### config.mk
export PLATFORM = sky130hd
export DESIGN_NAME = sdram_arbiter_flat
export DESIGN_NICKNAME = d
export VERILOG_FILES = /design/src/rtl/sdram_arbiter_if.sv /design/src/rtl/sdram_arbiter.sv /design/src/flat_wrapper.sv
export SDC_FILE = /design/constraint.sdc
export NUM_CORES = 1
export LEC_CHECK = 0
export CAP_MARGIN = 20
export CORE_MARGIN = 2
export CORE_UTILIZATION = 40
export DETAILED_ROUTE_END_ITERATION = 6
export PLACE_DENSITY = 0.89
export SYNTH_ARGS = -nofsm -noshare
export SYNTH_HDL_FRONTEND = slang
export SYNTH_SLANG_ARGS = --single-unit
### constraint.sdc
create_clock -name clk -period 3 [get_ports clk]
set_clock_uncertainty 0.15 [all_clocks]
set_input_delay 0.9 -clock clk [delete_from_list [all_inputs] [get_ports clk]]
set_output_delay 0.9 -clock clk [all_outputs]
set_load 0.01 [all_outputs]
### src/rtl/sdram_arbiter_if.sv
// sdram_arbiter_if: client-side and controller-side bus of the SDRAM arbiter.
// master = arbiter side; slave = clients plus SDRAM controller side.
interface sdram_arbiter_if #(
    parameter int ADDR_W = 22,
    parameter int DATA_W = 16
);
    logic [2:0]          c_req;
    logic [2:0]          c_rh_wl;
    logic [3*ADDR_W-1:0] c_addr;
    logic [3*DATA_W-1:0] c_data_w;
    logic [2:0]          c_ack;
    logic [DATA_W-1:0]   c_data_r;
    logic [2:0]          c_data_r_en;

    logic                m_req;
    logic                m_rh_wl;
    logic [ADDR_W-1:0]   m_addr;
    logic [DATA_W-1:0]   m_data_w;
    logic                m_ack;
    logic                m_data_r_en;
    logic [DATA_W-1:0]   m_data_r;

    modport master (
        input  c_req, c_rh_wl, c_addr, c_data_w,
        output c_ack, c_data_r, c_data_r_en,
        output m_req, m_rh_wl, m_addr, m_data_w,
        input  m_ack, m_data_r_en, m_data_r
    );

    modport slave (
        output c_req, c_rh_wl, c_addr, c_data_w,
        input  c_ack, c_data_r, c_data_r_en,
        input  m_req, m_rh_wl, m_addr, m_data_w,
        output m_ack, m_data_r_en, m_data_r
    );
endinterface

### src/rtl/sdram_arbiter.sv
// sdram_arbiter: round-robin arbiter of three clients onto one SDRAM controller.
// Ports: clk, reset_l (async, active-low), bus (master), busy, owner, rd_err.
module sdram_arbiter #(
    parameter int ADDR_W     = 22,
    parameter int DATA_W     = 16,
    parameter int WRITE_HOLD = 4,
    parameter int RD_TIMEOUT = 15
) (
    input  logic                 clk,
    input  logic                 reset_l,
    sdram_arbiter_if.master      bus,
    output logic                 busy,
    output logic [1:0]           owner,
    output logic                 rd_err
);

    localparam int CNT_MAX = (WRITE_HOLD > RD_TIMEOUT) ? WRITE_HOLD : RD_TIMEOUT;
    localparam int CNT_W   = $clog2(CNT_MAX + 1);

    typedef enum logic [1:0] {
        IDLE    = 2'd0,
        GRANT   = 2'd1,
        RD_WAIT = 2'd2,
        WR_HOLD = 2'd3
    } state_t;

    state_t           state;
    logic [1:0]       last;
    logic [1:0]       win;
    logic [1:0]       idx;
    logic [CNT_W-1:0] cnt;

    // Walk from farthest to nearest so the client right after `last` wins.
    always_comb begin
        win = last;
        idx = 2'd0;
        for (int k = 3; k >= 1; k--) begin
            idx = 2'((int'(last) + k) % 3);
            if (bus.c_req[idx]) win = idx;
        end
    end

    always_ff @(posedge clk or negedge reset_l) begin
        if (!reset_l) begin
            state           <= IDLE;
            last            <= 2'd2;
            owner           <= 2'd0;
            cnt             <= '0;
            busy            <= 1'b0;
            rd_err          <= 1'b0;
            bus.m_req       <= 1'b0;
            bus.m_rh_wl     <= 1'b1;
            bus.m_addr      <= '0;
            bus.m_data_w    <= '0;
            bus.c_ack       <= '0;
            bus.c_data_r    <= '0;
            bus.c_data_r_en <= '0;
        end else begin
            bus.c_ack       <= '0;
            bus.c_data_r_en <= '0;
            unique case (state)
                IDLE: begin
                    if (|bus.c_req) begin
                        state        <= GRANT;
                        last         <= win;
                        owner        <= win;
                        busy         <= 1'b1;
                        bus.m_req    <= 1'b1;
                        bus.m_rh_wl  <= bus.c_rh_wl[win];
                        bus.m_addr   <= bus.c_addr[int'(win)*ADDR_W +: ADDR_W];
                        bus.m_data_w <= bus.c_data_w[int'(win)*DATA_W +: DATA_W];
                        bus.c_ack    <= 3'b001 << win;
                    end
                end
                GRANT: begin
                    if (bus.m_ack) begin
                        bus.m_req <= 1'b0;
                        cnt       <= '0;
                        state     <= bus.m_rh_wl ? RD_WAIT : WR_HOLD;
                    end
                end
                WR_HOLD: begin
                    if (cnt == CNT_W'(WRITE_HOLD - 1)) begin
                        state <= IDLE;
                        busy  <= 1'b0;
                    end else begin
                        cnt <= cnt + 1'b1;
                    end
                end
                RD_WAIT: begin
                    // Data arriving on the last allowed cycle still counts.
                    if (bus.m_data_r_en) begin
                        bus.c_data_r    <= bus.m_data_r;
                        bus.c_data_r_en <= 3'b001 << owner;
                        state           <= IDLE;
                        busy            <= 1'b0;
                    end else if (cnt == CNT_W'(RD_TIMEOUT - 1)) begin
                        rd_err <= 1'b1;
                        state  <= IDLE;
                        busy   <= 1'b0;
                    end else begin
                        cnt <= cnt + 1'b1;
                    end
                end
            endcase
        end
    end

endmodule

### src/flat_wrapper.sv
// flat-port wrapper written by rule: the top's interface ports become plain ports
module sdram_arbiter_flat 
#(
    parameter int ADDR_W     = 22,
    parameter int DATA_W     = 16,
    parameter int WRITE_HOLD = 4,
    parameter int RD_TIMEOUT = 15
)
  (clk, reset_l, busy, owner, rd_err, bus_c_req, bus_c_rh_wl, bus_c_addr, bus_c_data_w, bus_c_ack, bus_c_data_r, bus_c_data_r_en, bus_m_req, bus_m_rh_wl, bus_m_addr, bus_m_data_w, bus_m_ack, bus_m_data_r_en, bus_m_data_r);
  sdram_arbiter_if #(.ADDR_W(ADDR_W), .DATA_W(DATA_W)) bus_i ();
  input  logic clk;
  input  logic reset_l;
  output logic busy;
  output logic [1:0] owner;
  output logic rd_err;
  input wire logic [$bits(bus_i.c_req)-1:0] bus_c_req;
  input wire logic [$bits(bus_i.c_rh_wl)-1:0] bus_c_rh_wl;
  input wire logic [$bits(bus_i.c_addr)-1:0] bus_c_addr;
  input wire logic [$bits(bus_i.c_data_w)-1:0] bus_c_data_w;
  output wire logic [$bits(bus_i.c_ack)-1:0] bus_c_ack;
  output wire logic [$bits(bus_i.c_data_r)-1:0] bus_c_data_r;
  output wire logic [$bits(bus_i.c_data_r_en)-1:0] bus_c_data_r_en;
  output wire logic [$bits(bus_i.m_req)-1:0] bus_m_req;
  output wire logic [$bits(bus_i.m_rh_wl)-1:0] bus_m_rh_wl;
  output wire logic [$bits(bus_i.m_addr)-1:0] bus_m_addr;
  output wire logic [$bits(bus_i.m_data_w)-1:0] bus_m_data_w;
  input wire logic [$bits(bus_i.m_ack)-1:0] bus_m_ack;
  input wire logic [$bits(bus_i.m_data_r_en)-1:0] bus_m_data_r_en;
  input wire logic [$bits(bus_i.m_data_r)-1:0] bus_m_data_r;
  assign bus_i.c_req = bus_c_req;
  assign bus_i.c_rh_wl = bus_c_rh_wl;
  assign bus_i.c_addr = bus_c_addr;
  assign bus_i.c_data_w = bus_c_data_w;
  assign bus_c_ack = bus_i.c_ack;
  assign bus_c_data_r = bus_i.c_data_r;
  assign bus_c_data_r_en = bus_i.c_data_r_en;
  assign bus_m_req = bus_i.m_req;
  assign bus_m_rh_wl = bus_i.m_rh_wl;
  assign bus_m_addr = bus_i.m_addr;
  assign bus_m_data_w = bus_i.m_data_w;
  assign bus_i.m_ack = bus_m_ack;
  assign bus_i.m_data_r_en = bus_m_data_r_en;
  assign bus_i.m_data_r = bus_m_data_r;
  sdram_arbiter #(.ADDR_W(ADDR_W), .DATA_W(DATA_W), .WRITE_HOLD(WRITE_HOLD), .RD_TIMEOUT(RD_TIMEOUT)) u_core (.clk(clk), .reset_l(reset_l), .bus(bus_i), .busy(busy), .owner(owner), .rd_err(rd_err));
endmodule
==> results.txt, run 1 <==
Register area share after synthesis: 0.4787
Hpwl dp: 8558 µm
Port Buffers: 205
Post-DR wirelength/cell: 16.07 µm
Setup crit end kind: flop
Synth Instances: 353
Ys Warns: 0
R2R Path Start: u_core.last[1]
Final cell count without fillers: 701
CP Launch Point: bus_c_req[1]
Achievable frequency: 0.3536 GHz
Fin crit period: 2.828 ns
Worst-margin pin slew: 0.9295 ns
Most used flip-flop cell after synthesis: dfrtp_1
Router iterations before antenna repair: 4
Status: complete, no violations
Die Area: 10350 µm²
Reg2reg path depth: 9
DP Cell Count: 685
Post-DRT Antenna Nets: 0
Pin count of the biggest net entering global routing: 74
Number of setup violations in the final report: 0
Crit start category: input pin
Vias/cell: 5.076
Row Count: 35
First-pass GRT wire length: 17690 µm
Number of global-route vias before repair: 3676
Crit Path Class: input pin to flop
Gpl congestion: 0.9262
WHS: 0.3169 ns
Via Count: 3558
Hold wc startpoint: u_core.rd_err
Util after Layout: 0.6856
IO Pins: 206
R2R Setup Slk: 0.42 ns
Power per cell area: 984.2 nW/µm²
Layout area overhead: 65.78%
Global Route Usage Sum: 0.2192
Yosys top cell by area: dfrtp_1
Die W: 101.7 µm
Fin. Hold Viols: 0
Crit path to: u_core.bus.m_addr[19]
Worst r2r dst: u_core.bus.m_addr[8]
EDFF count, synth: 0
Final #Nets: 713
Net switching power figure: 2318 µW
Post-Syn Area: 3821 µm²
CTS resizes: 0
Drt drc: 0
Worst min-delay path category: flop to flop
Clock transition at path regs: 0.08 ns
Int Power: 3917 µW
Clk_lat worst skew: 0.33 ns
CTS tree: built
Logic pwr share: 0.577
Mean Syn Cell Area: 10.82 µm²
Synth top area share: 0.4650
TritonCTS Buffers: 9
Post-synth net total: 499
GRT met2 Usage: 0.4038
Initial antenna violation count: 0
CTS H-tree lvls: 3
Sequential share of power: 0.281
Initial Utilization: 0.4135
Clock share of power: 0.142
Top cells by area, synth: dfrtp_1, mux2i_1, o221ai_2
Fillers: 673
Root Buffer: clkbuf_8
Global route overflow: 0
Yosys cell types: 40
Busiest grt layer: met2
Critical Path RT: 3.09 ns
CTS max path bufs: 2
Worst vdd ir: 483.1 µV
Async set or reset register ratio after synthesis: 1.000
Layout cells sized above 1: 0.1311
Pins Over Slew Limit: 0
Max Cap Viol: 0
Switch share: 0.3718
Slew margin rel.: 0.3803
Clock sinks: 73
Final wirelength: 11270 µm
Static Leak: 0.002931 µW
Fin crit share: 0.9428
Hold_buf cts: 0
Data arrival, critical path: 2.92 ns
Met1 Use GR: 0.2519
CP Max Fanout: 9
Met3 layer usage reported by global route: 0.04900
#FFs+latches synth: 73
Die H: 101.7 µm
Antenna diode count: 0
RSZ-0062 raised after global routing: no
Postcts setup bufs: 0
Core area: 9240 µm²
DR iter-0 viols: 113
[cells in the mapped netlist, types with 3 or more instances]
master	instances
o221ai_1	21
clkbuf_1	11
ha_1	6
inv_1	46
mux2_2	16
nor3_1	4
buf_6	4
o221ai_2	19
nand2_1	54
o21ai_0	5
buf_2	7
mux2i_1	44
nor2_1	5
dfrtp_1	71
or2_1	3
[logic make-up (layout without fill, tap and decap cells)]
group	Yosys count	after routing	synth area share
flops	73	73	0.4787
buf+inv	69	288	0.07891
simple gates	81	81	0.09365
mux	60	60	0.1624
compound gates	62	62	0.1621
fa+ha+maj	6	6	0.01965
xor+xnor	2	2	0.004585
[placed cells by master, fill, tap and decap left out, types with 2 or more instances in the layout]
cell type	n
ha_1	6
o21ai_0	5
dfrtp_1	71
nor3b_1	2
bufinv_16	2
a211oi_1	2
nor2_1	5
xor2_1	2
nor3_1	4
nand2_1	54
buf_4	19
and2_1	2
mux2_2	16
nor2b_1	2
dfstp_2	2
o221ai_1	21
or2_1	3
o211ai_1	2
clkbuf_8	11
o31ai_1	2
and3_1	2
buf_12	3
o221ai_2	19
o21a_1	2
nand2b_1	2
inv_1	46
mux2i_1	44
a21oi_1	2
clkdlybuf4s50_1	204
[final cells by class]
| class | instances | area [µm²] | area share |
|---|---|---|---|
| sequential | 73 | 1829 | 0.2888 |
| multi-input combinational | 211 | 1698 | 0.2680 |
| inverter | 46 | 172.7 | 0.02726 |
| clock inverter | 4 | 73.82 | 0.01165 |
| tap | 129 | 161.4 | 0.02548 |
| timing repair buffer | 226 | 2245 | 0.3543 |
| clock buffer | 12 | 155.1 | 0.02449 |
[stage by stage]
stage	instance area, µm²	power, µW	setup WS (ns)	setup TNS (ns)
after global routing	6335	6629	0.1099	0
after global placement	6106	5231	-0.07184	-1.349
after detailed placement	6106	5371	-0.1329	-4.020
final	6335	6235	0.1717	0
after CTS	6335	6281	0.2146	0
after floorplan	3821	3747	0.3944	0
[sequential cells by signal, indices dropped and copies added, names as in the netlist]
signal	count
u_core.state	2
u_core.busy	1
u_core.bus.c_data_r_en	3
u_core.cnt	4
u_core.last	2
u_core.bus.m_req	1
u_core.bus.m_rh_wl	1
u_core.bus.c_data_r	16
u_core.bus.c_ack	3
u_core.bus.m_data_w	16
u_core.bus.m_addr	22
u_core.rd_err	1
u_core.owner	1
[critical path, stage by stage]
cell,delay (ns)
clkdlybuf4s50_1,0.55
buf_4,0.16
nor3_1,0.07
or3_1,0.37
nor2_1,0.18
o21ai_4,0.09
or2_1,0.23
buf_4,0.17
o221ai_1,0.19
[power groups by stage]
stage | combinational, µW | clock [µW] | sequential [µW]
3_3_place_gp | 3490 | 0 | 1740
5_1_grt | 3860 | 963 | 1810
3_5_place_dp | 3620 | 0 | 1750
6_report | 3600 | 887 | 1750
2_1_floorplan | 1860 | 0 | 1890
4_1_cts | 3630 | 905 | 1750
[how the worst min path moves through the flow]
stage,cells past startpoint,to,slack [ns]
detailed placement,1,u_core.rd_err,0.30
global placement,1,u_core.rd_err,0.29
CTS,1,u_core.rd_err,0.32
global route,1,u_core.rd_err,0.33
floorplan,1,u_core.rd_err,0.34
finish,1,u_core.rd_err,0.32
[metal layers]
metal / part of all wire / up-vias
met5: 0 / -
met4: 0.016 / 0
met3: 0.067 / 17
met2: 0.54 / 154
met1: 0.38 / 1731
li1: - / 1656
(Power assumes the default switching activity.)
==> inputs of run 2 (changes only) <==
--- a/config.mk
+++ b/config.mk
@@ -9,7 +9,9 @@
 export CORE_MARGIN = 2
 export CORE_UTILIZATION = 40
 export DETAILED_ROUTE_END_ITERATION = 6
+export HOLD_SLACK_MARGIN = 0.02
 export PLACE_DENSITY = 0.89
+export SETUP_SLACK_MARGIN = 0.05
 export SYNTH_ARGS = -nofsm -noshare
 export SYNTH_HDL_FRONTEND = slang
 export SYNTH_SLANG_ARGS = --single-unit
==> results of run 2 <==
Final layout, timing and power as in run 1 (identical DEF).
